--- config.mk ---
export PLATFORM = sky130hd
export DESIGN_NAME = div_seq
export DESIGN_NICKNAME = d
export VERILOG_FILES = /design/src/rtl/div_pkg.sv /design/src/rtl/div_control.sv /design/src/rtl/div_seq.sv
export SDC_FILE = /design/constraint.sdc
export NUM_CORES = 1
export LEC_CHECK = 0
export ABC_CLOCK_PERIOD_IN_PS = 2800
export BUFFER_PORTS_ARGS = -buffer_cell sky130_fd_sc_hd__buf_2
export CAP_MARGIN = 20
export CORE_ASPECT_RATIO = 1.5
export CORE_UTILIZATION = 52
export DETAILED_ROUTE_END_ITERATION = 10
export PLACE_DENSITY_LB_ADDON = 0.1
export SETUP_SLACK_MARGIN = 0.15
export SLEW_MARGIN = 20
export SYNTH_ARGS = -nofsm -noshare
export SYNTH_HDL_FRONTEND = slang
export SYNTH_HIERARCHICAL = 1
export SYNTH_SLANG_ARGS = --single-unit
--- constraint.sdc ---
create_clock -name clk -period 2.8 [get_ports clk]
set_input_delay 0.28 -clock clk [delete_from_list [all_inputs] [get_ports clk]]
set_output_delay 0.28 -clock clk [all_outputs]
set_load 0.02 [all_outputs]
--- src/rtl/div_pkg.sv ---
// Shared definitions for the sequential divider.
//   div_state_e : 2-bit control state encoding, identical to the shift-add
//                 multiplier's IDLE/LOAD/RUN/DONE sequence.
//   DIV_WIDTH   : default operand width.
package div_pkg;

  localparam int DIV_WIDTH = 32;

  typedef enum logic [1:0] {
    IDLE = 2'b00,
    LOAD = 2'b01,
    RUN  = 2'b10,
    DONE = 2'b11
  } div_state_e;

endpackage : div_pkg

--- src/rtl/div_control.sv ---
// Control FSM for the sequential divider.
// Ports:
//   clk, rst_n    : clock, asynchronous active-low reset
//   start         : request, honoured only in IDLE
//   cnt_zero      : iteration counter reaches zero at the end of this cycle
//   divisor_zero  : captured divisor is zero
//   ld_operands   : capture dividend/divisor (IDLE with start)
//   clr_rem       : initialise R/Q and the divide-by-zero flag (LOAD)
//   step_enable   : perform one shift/subtract iteration (RUN)
//   cnt_load      : load the iteration counter (LOAD)
//   cnt_dec       : decrement the iteration counter (RUN)
//   busy, done    : status, decoded from state only
module div_control
  import div_pkg::*;
(
  input  logic clk,
  input  logic rst_n,
  input  logic start,
  input  logic cnt_zero,
  input  logic divisor_zero,
  output logic ld_operands,
  output logic clr_rem,
  output logic step_enable,
  output logic cnt_load,
  output logic cnt_dec,
  output logic busy,
  output logic done
);

  div_state_e state, state_next;

  // NOTE: sequential state uses non-blocking assignments so every register
  // samples pre-edge values; blocking here would create ordering races.
  always_ff @(posedge clk or negedge rst_n) begin
    if (!rst_n) state <= IDLE;
    else        state <= state_next;
  end

  // NOTE: every always_comb output gets a default first so that no path
  // leaves it unassigned, which would infer a latch.
  always_comb begin
    state_next = state;
    case (state)
      IDLE:    if (start) state_next = LOAD;
      LOAD:    state_next = divisor_zero ? DONE : RUN;
      RUN:     if (cnt_zero) state_next = DONE;
      DONE:    state_next = IDLE;
      default: state_next = IDLE;
    endcase
  end

  // Output decode. Only ld_operands looks at an input; busy and done are
  // pure functions of state, so there is no input-to-output path.
  always_comb begin
    ld_operands = 1'b0;
    clr_rem     = 1'b0;
    step_enable = 1'b0;
    cnt_load    = 1'b0;
    cnt_dec     = 1'b0;
    busy        = 1'b0;
    done        = 1'b0;
    case (state)
      IDLE: ld_operands = start;
      LOAD: begin
        clr_rem  = 1'b1;
        cnt_load = 1'b1;
        busy     = 1'b1;
      end
      RUN: begin
        step_enable = 1'b1;
        cnt_dec     = 1'b1;
        busy        = 1'b1;
      end
      DONE: begin
        busy = 1'b1;
        done = 1'b1;
      end
      default: ;
    endcase
  end

endmodule : div_control

--- src/rtl/div_seq.sv ---
// Sequential unsigned restoring divider, one quotient bit per clock.
// Ports:
//   clk, rst_n   : clock, asynchronous active-low reset
//   start        : request, sampled only in IDLE
//   dividend     : unsigned dividend, captured in the start cycle
//   divisor      : unsigned divisor, captured in the start cycle
//   quotient     : result quotient, held until the next accepted start
//   remainder    : result remainder, held until the next accepted start
//   div_by_zero  : captured divisor was zero
//   busy         : high in LOAD, RUN and DONE
//   done         : one-cycle pulse in DONE
// Latency: done WIDTH+2 cycles after start (2 for a zero divisor).
module div_seq
  import div_pkg::*;
#(
  parameter int WIDTH = DIV_WIDTH
) (
  input  logic             clk,
  input  logic             rst_n,
  input  logic             start,
  input  logic [WIDTH-1:0] dividend,
  input  logic [WIDTH-1:0] divisor,
  output logic [WIDTH-1:0] quotient,
  output logic [WIDTH-1:0] remainder,
  output logic             div_by_zero,
  output logic             busy,
  output logic             done
);

  localparam int CNT_W = $clog2(WIDTH + 1);

  logic [WIDTH-1:0] dividend_q, divisor_q;
  logic [WIDTH:0]   r_reg;
  logic [WIDTH-1:0] q_reg;
  logic [CNT_W-1:0] cnt;
  logic             dz_reg;

  logic ld_operands, clr_rem, step_enable, cnt_load, cnt_dec;
  logic cnt_zero, divisor_zero;

  logic [WIDTH:0] r_shift, trial;

  assign divisor_zero = (divisor_q == '0);
  // The counter reaches zero on the last of the WIDTH iterations.
  assign cnt_zero     = (cnt == CNT_W'(1));

  // Shift the next dividend bit into R and try subtracting the divisor.
  // R stays below the divisor, so R_shifted < 2*divisor and the WIDTH+1 bit
  // difference has its MSB set exactly when it is negative.
  assign r_shift = {r_reg[WIDTH-1:0], q_reg[WIDTH-1]};
  assign trial   = r_shift - {1'b0, divisor_q};

  div_control u_ctrl (
    .clk          (clk),
    .rst_n        (rst_n),
    .start        (start),
    .cnt_zero     (cnt_zero),
    .divisor_zero (divisor_zero),
    .ld_operands  (ld_operands),
    .clr_rem      (clr_rem),
    .step_enable  (step_enable),
    .cnt_load     (cnt_load),
    .cnt_dec      (cnt_dec),
    .busy         (busy),
    .done         (done)
  );

  // NOTE: all datapath registers are reset, not just control state, because
  // the result outputs are visible and must read zero after reset.
  always_ff @(posedge clk or negedge rst_n) begin
    if (!rst_n) begin
      dividend_q <= '0;
      divisor_q  <= '0;
    end else if (ld_operands) begin
      dividend_q <= dividend;
      divisor_q  <= divisor;
    end
  end

  always_ff @(posedge clk or negedge rst_n) begin
    if (!rst_n) begin
      r_reg  <= '0;
      q_reg  <= '0;
      dz_reg <= 1'b0;
    end else if (clr_rem) begin
      dz_reg <= divisor_zero;
      if (divisor_zero) begin
        // Same answer the iteration would converge to with a zero divisor,
        // produced without spending WIDTH cycles.
        r_reg <= {1'b0, dividend_q};
        q_reg <= '1;
      end else begin
        r_reg <= '0;
        q_reg <= dividend_q;
      end
    end else if (step_enable) begin
      if (!trial[WIDTH]) begin
        r_reg <= trial;
        q_reg <= {q_reg[WIDTH-2:0], 1'b1};
      end else begin
        r_reg <= r_shift;
        q_reg <= {q_reg[WIDTH-2:0], 1'b0};
      end
    end
  end

  always_ff @(posedge clk or negedge rst_n) begin
    if (!rst_n)        cnt <= '0;
    else if (cnt_load) cnt <= CNT_W'(WIDTH);
    else if (cnt_dec)  cnt <= cnt - CNT_W'(1);
  end

  assign quotient    = q_reg;
  assign remainder   = r_reg[WIDTH-1:0];
  assign div_by_zero = dz_reg;

endmodule : div_seq
**Yosys cells after proc, flatten, opt, wreduce, memory -nomap -nowiden**

Cells that the tools add are included.

- Bits in registers: 137
- Bits of input ports: 67
- Output and inout bits: 67

- $add $sub $neg: 2
- Equality and inequality tests: 6
- Muxes and demuxes: 19
- Reductions and logical operators: 5

Operators with widths:

| cell | number |
|---|---|
| $mux W32 | 7 |
| $sub A33 B32 Y33 | 1 |
| $logic_not A32 Y1 | 1 |
| $mux W6 | 2 |
| $pmux W2 S4 | 1 |
| $mux W1 | 7 |
| $eq A6 B1 Y1 const B | 1 |
| $sub A6 B1 Y6 const B | 1 |
| $eq A2 B2 Y1 const B | 2 |
| $mux W2 | 2 |
| $ne A2 B2 Y1 const B | 2 |
| $reduce_or A3 Y1 | 1 |
| $eq A2 B1 Y1 const B | 1 |
| $logic_not A2 Y1 | 1 |
| $reduce_and A2 Y1 | 1 |
| $reduce_bool A2 Y1 | 1 |

**Logic depth before layout (Yosys ltp)**

Gate-level depths: netlist of run 1.

- Depth after elaboration: 4
- Gate-level depth with buffers: 13
- Gate-level depth less buffers: 12

**Modules after synthesis**

The synthesis of run 1 kept the hierarchy.

By module, submodules not included:

| module | times used | cells each | area an instance (µm²) | seq. area each (µm²) |
|---|---|---|---|---|
| div_seq | 1 | 866 | 8186.6 | 3378.2 |
| div_control | 1 | 21 | 206.4 | 50.0 |

**Worst setup path before layout of run 1**

Ideal clock, no wire load.

- Path type: reg-to-reg
- Start point: reg q_reg[31], in the netlist quotient[31]
- End point: reg r_reg[23]
- Library setup time: 0.127 ns
- Arrival: 2.763 ns
- Data required time: 2.673 ns
- Slack: -0.090 ns
- Cell stages (with the launch flop): 14
- Clock period less this slack: 2.890 ns
- Cell sequence: dfrtp_1 inv_1 ha_1 fa_1 nand2b_1 a21oi_2 o21ai_2 o211ai_2 nand3_2 nand2_8 xor2_4 buf_6 mux2i_1 o21ai_1

- Longest elaborated chain between the ends: 4

Ends and longest elaborated chain:

| item | line | RTL |
|---|---|---|
| start, declared | div_seq.sv:34 | `logic [WIDTH-1:0] q_reg;` |
| start signal, assigned | div_seq.sv:94 | `q_reg <= dividend_q;` |
| start signal, assigned | div_seq.sv:99 | `q_reg <= {q_reg[WIDTH-2:0], 1'b1};` |
| start signal, assigned | div_seq.sv:102 | `q_reg <= {q_reg[WIDTH-2:0], 1'b0};` |
| $sub A33 B32 Y33 | div_seq.sv:51 | `assign trial = r_shift - {1'b0, divisor_q};` |
| $mux W32 | div_seq.sv:97 | `if (!trial[WIDTH]) begin` |
| $mux W32 | div_seq.sv:96 | `end else if (step_enable) begin` |
| $mux W32 | div_seq.sv:85 | `end else if (clr_rem) begin` |
| end signal, assigned | div_seq.sv:90 | `r_reg <= {1'b0, dividend_q};` |
| end signal, assigned | div_seq.sv:98 | `r_reg <= trial;` |
| end signal, assigned | div_seq.sv:101 | `r_reg <= r_shift;` |
| end, declared | div_seq.sv:33 | `logic [WIDTH:0] r_reg;` |

Every way passes these cells. The select of a mux whose other input is x is not followed.
A chain may end at the register's enable or synchronous reset.

**Worst setup path in the final report of run 1**

- Start point: reg divisor_q[0]
- End point: reg r_reg[28]

- Longest elaborated chain between the ends: 4
- Elaborated cells between the ends (all ways): 6
- Classes of those cells: 1 x add/sub; 4 x mux; 1 x reduce/logical

Ends and longest elaborated chain:

| item | line | RTL |
|---|---|---|
| start, declared | div_seq.sv:32 | `logic [WIDTH-1:0] dividend_q, divisor_q;` |
| start signal, assigned | div_seq.sv:76 | `divisor_q <= divisor;` |
| $sub A33 B32 Y33 | div_seq.sv:51 |  |
| $mux W32 | div_seq.sv:97 |  |
| $mux W32 | div_seq.sv:96 |  |
| $mux W32 (*) | div_seq.sv:85 |  |

Mark *: on every way between the ends. The rest lies on a longest branch, timed or not. The select of a mux whose other input is x is not followed.

==> results.txt, run 1 <==
For this block, the initial DRC count from the detailed router was 474. The first detailed-routing pass took 5 iterations. CTS placed an instance of sky130_fd_sc_hd__clkbuf_16 at the clock tree root. Final-report max-slew violation count: 0.

The data arrival time of the critical path came out at 3.20 ns. The final reports fail on negative setup slack. For the fraction of met2 tracks used by global routing, the log shows 0.5005. STA classifies the critical path endpoint as a flip-flop.

The post-route fraction of the period consumed by the critical path is 1.016, and the starting density of the core is 0.5348. For this block, the via count after detailed routing is 7653. Setup violations remaining at the end of the flow were counted as 3. In this run the register-to-register setup slack is -0.04 ns. Once detailed placement completed, the half-perimeter wirelength came to 17650 um.

For the worst setup slack before clock tree synthesis, the log shows -0.04916 ns. Entering global routing, the biggest net connects 74 pins. The die covers 0.01666 sq mm. Die outline height: 157.6 um.

The run gives 0.3515 GHz as the maximum frequency from static timing analysis. For the met1 layer usage reported by global route, the log shows 0.3871. For the number of placement rows, the log shows 56. Post-layout net count: 1201. Global routing's busiest layer: met2. Averaged over all synthesized cells, the footprint is 9.462 sq um. Sorting the synthesized cells by area gives the leading types as sky130_fd_sc_hd__dfrtp_1, sky130_fd_sc_hd__nand2_1, sky130_fd_sc_hd__ha_1.

Setup repair after global routing could not meet its margin everywhere. For this design the top-level I/O count stands at 134. The total overflow left after global routing is 0. The synthesized design contains 137 register bits. The logs give 17 for the CTS buffer count and 137 for the sink count of the clock tree. The tools report the routability congestion estimate from global placement as 0.9230. At the pin with the least slew margin, the transition time is 0.7512 ns.

Once detail routing completed, the nets flagged for antenna violations numbered 0. The tools report the sink of the worst hold path as divisor_q[24]. The worst-case setup margin in the final layout is -0.04460 ns, and the DRC violation count after routing is 0. The clock transition time at the flip-flop clock pins of the worst setup and hold paths is 0.06 ns, and the via count of the first global-routing pass is 7463.

The relative slew slack was 0.4992; the maximum net fanout on the critical path was 3. Number of antenna repair diodes: 0. The proportion of synthesized chip area in sequential cells is 0.4085, and the final wirelength is 25410 um. Overall track demand over capacity in global routing: 0.3008. Across the routed clock network, the largest skew measured is 0.01023 ns. Initial antenna violation count: 0. After detailed routing, the average wire length per cell comes to 19.39 um. The die is 105.7 um wide.

The final hold violation count came out at 0. TritonCTS built the clock tree. The dominant synthesized flop cell is sky130_fd_sc_hd__dfrtp_1. The endpoint identified for the worst register-to-register timing path is r_reg[28]. The tools report the fraction of met3 tracks used by global routing as 0.05228.

The Yosys step of the flow raised 6 warnings. In this run the tool buffered the top-level ports with 133 buffer cells. The clock passes through at most 2 buffers.

The path category of the worst min-delay check was input pin to flip-flop. The startpoint identified for the worst register-to-register timing path is divisor_q[0]. The critical path is of the flip-flop to flip-flop type. The share of synthesized flip-flops with an asynchronous set or reset is 1.000, and the clock insertion delay at the later pin of the skew report is 0.43 ns. The run finished, with violations left.

Yosys mapped a number of flops with a built-in enable equal to 0. The max-capacitance violation count was 0. The cell count after synthesis came out at 887. The via-per-instance ratio was 5.842; the final core area utilization was 0.7053. The first global-routing pass estimated 38360 um of wire.

For the worst flop-to-flop path, the logic depth is 12. The fraction of layout cells with a size suffix above 1 was 0.3532. The shortest clock period the worst path allows after layout was 2.845 ns. The region available for standard cell placement spans 0.01570 sq mm. The clock tree synthesis step divided the H-tree into 4 levels.

The tools report the kind of start point of the critical path as a flip-flop. The number of nets in the synthesized netlist is 994. At the worst endpoint, the required time is 3.15 ns. The startpoint identified for the worst hold timing path is divisor[24]. The run gives 0.008393 sq mm as the post-synthesis instance area. Counting instances in the post-synthesis netlist gives the leading cell types as sky130_fd_sc_hd__nand2_1, sky130_fd_sc_hd__dfrtp_1, sky130_fd_sc_hd__nor2_1, sky130_fd_sc_hd__o21ai_0, sky130_fd_sc_hd__inv_1.

Yosys instantiated no cell more often than sky130_fd_sc_hd__nand2_1. Compared with the post-synthesis result, the final layout area differs by 31.89%. The run gives 74 as the number of distinct standard cells referenced by the synthesized netlist.

The hold-critical path depth works out to 3. Dominant cell type by area after synthesis: sky130_fd_sc_hd__dfrtp_1. The area share of the largest cell type after synthesis is 0.4085.
## per-stage QoR
step	hold WS, ns	instance area, sq um	setup TNS, ns	cells
finish	0.05772	11070	-0.06202	1310
detailed placement	0.3164	9799	-0.04916	1248
global route	0.06644	11070	-1.839	1310
floorplan	-0.01559	8458	0	887
CTS	0.05417	10650	0	1293
global placement	0.3230	9799	0	1248
## critical path, stage by stage (launching register included)
cell                       delay, ns
sky130_fd_sc_hd__dfrtp_2        0.44
sky130_fd_sc_hd__ha_4           0.17
sky130_fd_sc_hd__fa_2           0.34
sky130_fd_sc_hd__nand2b_4       0.16
sky130_fd_sc_hd__a21oi_4        0.16
sky130_fd_sc_hd__o21ai_4        0.08
sky130_fd_sc_hd__o211ai_2       0.26
sky130_fd_sc_hd__buf_4          0.16
sky130_fd_sc_hd__a21oi_1        0.10
sky130_fd_sc_hd__o41ai_2        0.35
sky130_fd_sc_hd__xor2_1         0.30
sky130_fd_sc_hd__nand2_4        0.07
sky130_fd_sc_hd__a31oi_1        0.17
## cells in the final DEF, fill, tap and decap left out, types with 32 or more instances in the layout
cell / synthesis / layout
sky130_fd_sc_hd__o21ai_0: 53 / 49
sky130_fd_sc_hd__nor2_1: 53 / 53
sky130_fd_sc_hd__nand2_1: 140 / 131
sky130_fd_sc_hd__mux2_2: 33 / 33
sky130_fd_sc_hd__a21oi_1: 39 / 36
sky130_fd_sc_hd__buf_2: 4 / 132
sky130_fd_sc_hd__ha_1: 39 / 32
sky130_fd_sc_hd__dfrtp_1: 137 / 134
sky130_fd_sc_hd__mux2i_1: 39 / 37
sky130_fd_sc_hd__buf_4: 2 / 90
sky130_fd_sc_hd__inv_1: 41 / 37
## worst max-delay path by stage
stage / from / endpoint / slack, ns / cells past startpoint
final: divisor_q[0] / r_reg[28] / -0.04 / 12
after CTS: r_reg[5] / r_reg[31] / 0.02 / 10
after detailed placement: divisor_q[1] / r_reg[31] / -0.05 / 11
after global placement: divisor_q[1] / r_reg[31] / 0.02 / 11
after global routing: divisor_q[0] / r_reg[28] / -0.12 / 12
after floorplan: quotient[31] / r_reg[23] / 0.08 / 13
## repair_timing
action | 4_1_cts | 5_1_grt
hold endpoints to repair | 65 | 0
gates resized for setup | 14 | 56
gates cloned | 2 | 2
buffers inserted | 10 | 15
pin swaps | 13 | 38
hold buffers | 1 | 0
endpoints found under the setup margin | 16 | 33
## cell type report
cell class                      instances  area, sq um
Clock inverter                         14        185.2
Fill cell                            1224         4626
Inverter                               41        153.9
Timing Repair Buffer                  238         1605
Tap cell                              203        254.0
Sequential cell                       137         3432
Multi-Input combinational cell        659         5000
Clock buffer                           18        439.2
## metal layers
metal	vias to the layer above	routed length (um)	part of all wire
li1	3607	-	-
met1	3700	10680	0.42
met2	290	12480	0.49
met3	56	1488	0.059
met4	0	759	0.030
met5	-	0	0
## kinds of logic after synthesis
group | Yosys count | synth area share
and+or+nand+nor | 268 | 0.1454
AOI/OAI and AO/OA | 242 | 0.2059
DFF | 137 | 0.4085
buffers and inverters | 92 | 0.04621
muxes | 73 | 0.09258
adders and majority gates | 40 | 0.06053
xor gates and xnor gates | 35 | 0.04100
Power of run 1 is not shown: default switching activity piles up to over one toggle a cycle in this logic, so the estimate is an artifact.
==> run 2: changes to the inputs <==
Settings changed: BUFFER_PORTS_ARGS -buffer_cell sky130_fd_sc_hd__buf_2 to -buffer_cell sky130_fd_sc_hd__buf_4, CORE_ASPECT_RATIO 1.5 to 0.8.
==> run 2 against run 1 <==
The flow still finishes with violations (negative setup slack). Cell area up 3.4%. First-iteration DRC count grew 12%. Die area hardly changed. Sequential share of layout area fell by 1.0 points. Critical path depth rose by 1. Clock skew barely moved. Register-to-register slack improved by 0.02 ns. Global-route usage about the same. Hold slack worse by 0.0041 ns. Wire length shrank 2.7%. Clock-buffer cell count unchanged. Non-clock buffer count is 4 lower.
==> results.txt, run 2 (synthesized netlist as in run 1, its figures left out) <==
The run finished, with violations left. The final reports fail on negative setup slack. The via count of the first global-routing pass is 7113. The congestion estimate from routability-driven global placement came to 0.9443. For this design, the sink count on the clock tree is 137. After the first detailed-routing iteration, the DRC count stood at 532. The run gives 0.3013 as the overall track demand over capacity in global routing.

The logs give 7566 for the vias after detailed routing and 17370 um for the half-perimeter wire length of the detailed placement result. The via-per-instance ratio came out at 5.745. The reg-to-reg endpoint was r_reg[6]. The die outline height was 115.6 um; the worst-case setup margin in the final layout was -0.02391 ns. The register area was 0.003432 sq mm. At the later pin of the worst-skew pair, clock insertion delay measures 0.43 ns.

Timing analysis after detailed placement gives a worst setup slack of -0.07364 ns. The initial antenna violation count is 0, and the post-layout net count is 1196. For this run, the top clock speed supported by timing is 0.3541 GHz. TritonCTS created 17 clock buffers. The post-route fraction of the period consumed by the critical path was 1.009. Kind of start point of the critical path: a flip-flop. Setup repair after global routing could not meet its margin everywhere.

In the final layout, the multi-input gates occupy 0.005070 sq mm. Max-capacitance violation count: 0. Startpoint of the lowest-slack register-to-register path: quotient[31]. The remaining number of nets flagged by the antenna check after routing came out at 0. The shortest clock period the worst path allows after layout came out at 2.824 ns.

Compared with the post-synthesis result, the final layout area differs by 36.37%. The fraction of layout cells with a size suffix above 1 was 0.3757. CTS placed an instance of sky130_fd_sc_hd__clkbuf_16 at the clock tree root. The worst setup path is captured at a flip-flop. Along the worst path, the maximum fanout reaches 7.

For this block, the routed nets add up to 24730 um of wire. The logs give 7 for the number of detailed-routing iterations run before antenna repair and 2 for the total of endpoints with negative setup slack in the final report. The startpoint identified for the worst hold timing path is divisor[28].

Starting density of the core: 0.5329. The data arrival time of the critical path is 3.11 ns. Fill cells in the final layout number 1180. Across the routed clock network, the largest skew measured is 0.01023 ns.

The clock passes through at most 2 buffers. The tools report the DRC violation count after routing as 0. The most frequent standard cell in the layout excluding fill and tap cells was sky130_fd_sc_hd__buf_4. The worst reg-to-reg path cell count is 13, and the minimum setup slack among reg-to-reg paths is -0.02 ns. The tools report the first element of the critical path as quotient[31]. The relative slew slack was 0.5056. TritonCTS built the clock tree. The tools report the sink of the worst hold path as divisor_q[28]. For the pin with the worst max-slew slack, the measured transition is 0.7389 ns.

The clock tree synthesis step divided the H-tree into 4 levels. The final hold violation count was 0. The library cells used most frequently in the layout, excluding fill and tap cells, are sky130_fd_sc_hd__buf_4, sky130_fd_sc_hd__dfrtp_1, sky130_fd_sc_hd__nand2_1. Data on the critical path is required at its endpoint by 3.09 ns. The total overflow left after global routing is 0. After detailed routing, the average wire length per cell comes to 18.78 um. The region available for standard cell placement spans 0.01575 sq mm. The floorplan has 41 rows. Die outline width: 144.0 um.

The final-report max-slew violation count is 0. The worst hold path belongs to the class input pin to flip-flop. The critical path class was flip-flop to flip-flop.

For the maximum number of pins on one net before global-route repair, the log shows 66. The number of antenna diodes in the final layout is 0. Clock-pin slew was measured on the worst setup and hold paths at 0.06 ns. The first-pass GRT wire length came out at 37630 um. The number of port buffers came out at 133. 134 I/O pins were placed. Along the worst hold path, the cell count comes to 3. The run gives 0.01666 sq mm as the total die area.
-- run 2: worst max path at each step --
| stage | endpoint | slack (ns) | cells past startpoint |
|---|---|---|---|
| finish | r_reg[6] | -0.02 | 13 |
| global route | r_reg[6] | -0.16 | 12 |
| CTS | r_reg[31] | 0.05 | 10 |
| detailed placement | r_reg[31] | -0.07 | 10 |
| global placement | r_reg[26] | 0.01 | 12 |
| floorplan | r_reg[23] | 0.08 | 13 |
-- run 2: through the flow --
stage / instances / cell area [sq um] / util / hold slack [ns] / setup TNS, ns
2_1_floorplan: 887 / 8458 / - / -0.01559 / 0
3_3_place_gp: 1253 / 10070 / 0.6392 / 0.3205 / 0
3_5_place_dp: 1253 / 10070 / 0.6392 / 0.3181 / -0.09046
4_1_cts: 1300 / 10930 / 0.6939 / 0.04301 / 0
5_1_grt: 1317 / 11450 / 0.7268 / 0.04753 / -1.468
6_report: 1317 / 11450 / 0.7268 / 0.05366 / -0.04678
-- run 2: area by class of cell --
type                            instances  share of cell area
Clock buffer                           18             0.03837
Clock inverter                         14             0.01607
Inverter                               41             0.01345
Multi-Input combinational cell        658              0.4429
Sequential cell                       137              0.2998
Tap cell                              215             0.02350
Timing Repair Buffer                  234              0.1658
-- run 2: layer usage --
layer	up-vias	wire length, um	global-route usage
met5	-	0	0
met4	0	488	0.08369
met2	238	12010	0.4973
li1	3592	-	-
met3	38	1177	0.05579
met1	3698	11060	0.4070
-- run 2: critical path: stages (launching register included) --
cell                       delay [ns]
sky130_fd_sc_hd__dfrtp_2         0.37
sky130_fd_sc_hd__inv_2           0.06
sky130_fd_sc_hd__ha_4            0.16
sky130_fd_sc_hd__fa_2            0.34
sky130_fd_sc_hd__nand2b_4        0.16
sky130_fd_sc_hd__a21oi_4         0.19
sky130_fd_sc_hd__o21ai_4         0.10
sky130_fd_sc_hd__o211ai_2        0.22
sky130_fd_sc_hd__nand3_2         0.16
sky130_fd_sc_hd__nand2_8         0.11
sky130_fd_sc_hd__xor2_4          0.30
sky130_fd_sc_hd__buf_6           0.21
sky130_fd_sc_hd__mux2i_1         0.22
sky130_fd_sc_hd__o21ai_1         0.08
-- run 2: timing repair --
item | CTS | global route
hold buffers | 1 | 0
cloned | 1 | 0
gates resized for setup | 23 | 86
setup endpoints to repair | 18 | 32
setup buffers | 13 | 17
hold endpoints to repair | 63 | 0
pin swaps | 16 | 40
Power of run 2 is left out for the same reason.
